<file path="src/rtl/proc_ctrl_pkg.sv">
// Shared encodings for the processor run/reset controller.
// Mode and FSM state enums plus a small compile-time helper.
package proc_ctrl_pkg;

  typedef enum logic [1:0] {
    MODE_RUN  = 2'b00,
    MODE_STEP = 2'b01,
    MODE_HALT = 2'b10
  } mode_e;

  typedef enum logic [1:0] {
    ST_ASSERT  = 2'b00,
    ST_RELEASE = 2'b01,
    ST_RUN     = 2'b10
  } state_e;

  function automatic int max_int(input int a, input int b);
    return (a > b) ? a : b;
  endfunction

endpackage

</file>
<file path="src/rtl/rise_detect.sv">
// Registered 0->1 edge detector: one history flop, pulse while the input
// is high and the previous sample was low.
module rise_detect (
  input  logic clk,
  input  logic rst_n,
  input  logic d,
  output logic rise
);

  logic d_q;

  // NOTE: sequential state uses non-blocking assignment so every flop samples pre-edge values.
  always_ff @(posedge clk or negedge rst_n) begin
    if (!rst_n) d_q <= 1'b0;
    else        d_q <= d;
  end

  assign rise = d & ~d_q;

endmodule

</file>
<file path="src/rtl/proc_run_ctrl.sv">
// Reset sequencer and run/step/halt clock-enable controller for the core.
// Releases stage resets in ascending order, then gates the core via clk_en.
module proc_run_ctrl
  import proc_ctrl_pkg::*;
#(
  parameter int HOLD_CYCLES = 4,
  parameter int NUM_STAGES  = 3,
  parameter int STAGE_GAP   = 2,
  parameter int CNT_W       = 32
) (
  input  logic                  clk,
  input  logic                  rst,
  input  logic                  sw_rst_req,
  input  logic [1:0]            mode,
  input  logic                  step,
  output logic [NUM_STAGES-1:0] stage_rst,
  output logic                  clk_en,
  output logic                  ready,
  output logic [CNT_W-1:0]      cycle_count
);

  localparam int CW = $clog2(max_int(HOLD_CYCLES, STAGE_GAP) + 1);
  localparam int SW = $clog2(NUM_STAGES) + 1;

  state_e        state;
  logic [CW-1:0] cnt;
  logic [SW-1:0] idx;
  logic          step_rise;
  logic          en_next;

  rise_detect u_step_rise (
    .clk  (clk),
    .rst_n(rst),
    .d    (step),
    .rise (step_rise)
  );

  // NOTE: every always_comb output gets a default first so no latch is inferred.
  always_comb begin
    en_next = 1'b0;
    if (state == ST_RUN) begin
      case (mode)
        MODE_RUN:  en_next = 1'b1;
        MODE_STEP: en_next = step_rise;
        default:   en_next = 1'b0;
      endcase
    end
  end

  always_ff @(posedge clk or negedge rst) begin
    if (!rst) begin
      state       <= ST_ASSERT;
      cnt         <= '0;
      idx         <= '0;
      stage_rst   <= '1;
      clk_en      <= 1'b0;
      ready       <= 1'b0;
      cycle_count <= '0;
    end else if (sw_rst_req) begin
      state       <= ST_ASSERT;
      cnt         <= '0;
      idx         <= '0;
      stage_rst   <= '1;
      clk_en      <= 1'b0;
      ready       <= 1'b0;
      cycle_count <= '0;
    end else begin
      clk_en <= en_next;
      // Counts alongside the registered enable and saturates at all-ones.
      if (en_next && (cycle_count != '1)) cycle_count <= cycle_count + 1'b1;

      case (state)
        ST_ASSERT: begin
          if (cnt == CW'(HOLD_CYCLES - 1)) begin
            stage_rst[0] <= 1'b0;
            cnt          <= '0;
            if (NUM_STAGES == 1) begin
              ready <= 1'b1;
              state <= ST_RUN;
            end else begin
              idx   <= SW'(1);
              state <= ST_RELEASE;
            end
          end else begin
            cnt <= cnt + 1'b1;
          end
        end
        ST_RELEASE: begin
          if (cnt == CW'(STAGE_GAP - 1)) begin
            cnt <= '0;
            for (int k = 0; k < NUM_STAGES; k++)
              if (SW'(k) == idx) stage_rst[k] <= 1'b0;
            idx <= idx + 1'b1;
            if (idx == SW'(NUM_STAGES - 1)) begin
              ready <= 1'b1;
              state <= ST_RUN;
            end
          end else begin
            cnt <= cnt + 1'b1;
          end
        end
        ST_RUN:  ;
        default: state <= ST_ASSERT;
      endcase
    end
  end

endmodule

</file>
<file path="config.mk">
export PLATFORM = sky130hd
export DESIGN_NAME = proc_run_ctrl
export DESIGN_NICKNAME = d
export VERILOG_FILES = /design/src/rtl/proc_ctrl_pkg.sv /design/src/rtl/rise_detect.sv /design/src/rtl/proc_run_ctrl.sv
export SDC_FILE = /design/constraint.sdc
export NUM_CORES = 1
export LEC_CHECK = 0
export CAP_MARGIN = 20
export CORE_ASPECT_RATIO = 1.2
export CORE_MARGIN = 4
export CORE_UTILIZATION = 57
export CTS_CLUSTER_SIZE = 16
export DETAILED_ROUTE_END_ITERATION = 8
export PLACE_DENSITY = 0.93
export SETUP_SLACK_MARGIN = 0.5
export SKIP_LAST_GASP = 1
export SLEW_MARGIN = 15
export SYNTH_ARGS = -nofsm -noshare
export SYNTH_HDL_FRONTEND = slang
export SYNTH_SLANG_ARGS = --single-unit
</file>
<file path="constraint.sdc">
create_clock -name clk -period 4.42 [get_ports clk]
set_input_delay 0.442 -clock clk [delete_from_list [all_inputs] [get_ports clk]]
set_output_delay 0.442 -clock clk [all_outputs]
set_load 0.01 [all_outputs]
</file>
==> impl_metrics.tcl <==
set metrics [dict create \
    syn-cell-area_mm2 0.00255 \
    setup.worst_path.end "cycle_count[9]" \
    max_slew.worst_pin.slew_ns 0.914 \
    max-cap-violations 0 \
    fmax_mhz 386 \
    nNetsFinal 327 \
    path_clk_slew_ns 0.09 \
    clockBufferDepth 2 \
    fin_tns_setup_ns 0 \
    cts_tree "built" \
    ctsResizeCount 0 \
    switchingPower_uw 200 \
    power_frac_seq_pct 52.4 \
    grt-ovfl-total 0 \
    instances_no_fill 368 \
    grt_max_degree 47 \
    slew_violations 0 \
    drt_wl_total_um 5780 \
    grt_pass1_vias 2156 \
    p_leak_nw 1.24 \
    clock-root-buffer "clkbuf_8" \
    hold_buffers 0 \
    syn_to_final_growth_pct 22.0 \
    r2r_start "cycle_count[23]" \
    setup_viol 0 \
    cts_setup_buffers 0 \
    ys_seq_area_share_pct 45.2 \
    grt_antenna_before_repair 0 \
    hold_slack_ns 0.0635 \
    rrSetupSlack_ns 1.83 \
    crit_required_ns 4.63 \
    worst-path-max-fanout 8 \
    syn_area_per_cell_um2 9.36 \
    core-area_mm2 0.00429 \
    ys_seq_elements 46 \
    start_util_pct 59.5 \
    hold_class "in2async" \
    worstReg2RegEnd "cycle_count[9]" \
    worst_setup_path_start_kind "register" \
    antenna_cells 0 \
    hold_viol 0 \
    drt_iter0_drc 130 \
    port_buffers 42 \
    yosys_warnings 0 \
    critPathCaptureType "register" \
    post-place-cells 359 \
    synth_edf_count 0 \
    status "finished clean" \
    die_x_um 69.1 \
    ant_nets 0 \
    die_area_mm2 0.00562 \
    p_per_area_mw_per_mm2 271 \
    internal_power_uw 646 \
    fin_area_mm2 0.00312 \
    layout_min_cycle_time_ns 2.59 \
    period_share_pct 58.6 \
    first_pass_iters 4 \
    syn_inst 273 \
    clock_sinks 46 \
    sw_frac_of_total_pct 23.6 \
    cts_made_buffers 5 \
    ioPinCount 43 \
    drive_above_1_share_pct 7.37 \
    synth_nets 289 \
    globalRouteTotalUtil_pct 21.9 \
    post_drt_wl_per_cell_um 15.7 \
    synth-async-reset-ratio_pct 100 \
    die_y_um 81.3 \
    synthDistinctLibCells 49 \
    rsz0062_at_grt "false" \
    r2r_cells 5 \
    clock_power_share_pct 38.6 \
    ir_worst_vdd_mv 0.263 \
    cp.arrival_ns 2.80 \
    synthFlopType "dfrtp_1" \
    drcViolationCount 0 \
    num_vias 2202 \
    viasPerCell 5.98 \
    crit_type "reg2reg" \
    htree_levels 2 \
    placed_area_mm2 0.00298 \
    relSlewSlack_pct 38.9 \
    startpoint "cycle_count[23]" \
    p_total_uw 846 \
    combPwrFrac_pct 9.0 \
    place_hpwl_um 4110 \
    fin_worst_skew_ns 0.0102 \
    placementRows 26 \
    clock_latency_ns 0.31 \
    grt_pass1_wl_um 9870 \
    place_congestion 0.867 \
]
metrics by stage:
step,utilization [%],worst slack [ns]
after floorplan,-,2.17
after global placement,69.4,1.72
after detailed placement,69.4,1.68
after CTS,72.1,1.85
after global routing,72.6,1.62
final,72.6,1.83
worst max-delay path, cell delays in order (launching register included):
cell	delay (ns)
dfrtp_1	0.46
nand4_1	0.24
or4_1	0.72
o31ai_1	0.68
o21ai_0	0.21
a21oi_1	0.18
cells in the final DEF (no fill, tap or decap), types with 2 or more instances in the layout:
cell type / count
o2111ai_1: 2
nand4_1: 6
xnor2_1: 2
a21o_1: 3
inv_1: 10
o31ai_1: 2
clkbuf_8: 6
clkdlybuf4s50_1: 41
xor2_1: 5
dfstp_2: 3
nand2_1: 14
nor2_1: 21
nand3_1: 15
nor4_1: 2
ha_1: 10
a21oi_1: 28
nor2b_1: 10
dfrtp_1: 43
nor3_1: 3
nand3b_1: 2
mux2_2: 5
nand2b_1: 4
o21ai_0: 24
or3_1: 19
and4_1: 3
and3_1: 4
power groups by stage:
| stage | sequential, mW | combinational [mW] | clock [mW] |
|---|---|---|---|
| global route | 0.445 | 0.0855 | 0.347 |
| CTS | 0.443 | 0.0745 | 0.332 |
| detailed placement | 0.451 | 0.0740 | 0 |
| floorplan | 0.447 | 0.0517 | 0 |
| finish | 0.443 | 0.0758 | 0.327 |
| global placement | 0.451 | 0.0699 | 0 |
cell type report:
class	instances	area [um2]
multi-input combinational	204	1300
timing repair buffer	44	443
clock buffer	7	86.3
fill	328	1180
clock inverter	1	30.0
sequential	46	1150
tap	56	70.1
inverter	10	37.5
routing by layer:
metal | track usage, % | up-vias | part of all wire, %
li1 | - | 1060 | -
met1 | 26.0 | 1087 | 42
met2 | 38.9 | 47 | 52
met3 | 5.57 | 8 | 4.5
met4 | 7.23 | 0 | 1.3
met5 | 0 | - | 0
cells by family (layout without fill, tap and decap cells):
kind of cell,count (synthesis),count (layout),share of synthesized area [%]
DFF,46,46,45.2
AOI/OAI and AO/OA,71,71,17.3
and+or+nand+nor,110,110,23.6
muxes,6,6,2.60
xor gates and xnor gates,7,7,2.40
adders and majority gates,10,10,4.90
buffers and inverters,23,62,4.06
worst min-delay path by stage:
stage	end	depth (start not counted)
floorplan	clk_en	0
global placement	stage_rst[1]	1
detailed placement	stage_rst[2]	1
CTS	cycle_count[14]	1
global route	cycle_count[14]	1
finish	cycle_count[14]	1
synthesized netlist by cell type (2+ instances only):
cell type / number / area, um2
xor2_1: 5 / 43.8
o21ai_0: 24 / 120
o2111ai_1: 2 / 17.5
nor4_1: 2 / 12.5
mux2_2: 5 / 56.3
nor2b_1: 10 / 62.6
inv_1: 10 / 37.5
xnor2_1: 2 / 17.5
nand4_1: 6 / 37.5
nand3_1: 15 / 75.1
dfrtp_1: 43 / 1080
a21oi_1: 28 / 140
buf_1: 2 / 7.51
nand2_1: 14 / 52.6
a21o_1: 3 / 22.5
o31ai_1: 2 / 15.0
nor3_1: 3 / 15.0
or3_1: 19 / 119
and3_1: 4 / 25.0
nand3b_1: 2 / 15.0
nand2b_1: 4 / 25.0
buf_6: 2 / 22.5
clkbuf_1: 7 / 26.3
nor2_1: 21 / 78.8
dfstp_2: 3 / 78.8
ha_1: 10 / 125
and4_1: 3 / 26.3
sequential cells by signal, indices dropped and copies added (netlist names):
register / cells
cycle_count: 32
cnt: 3
idx: 3
stage_rst: 3
state: 2
clk_en: 1
ready: 1
u_step_rise.d_q: 1
Power figures use the tool's default switching activity.
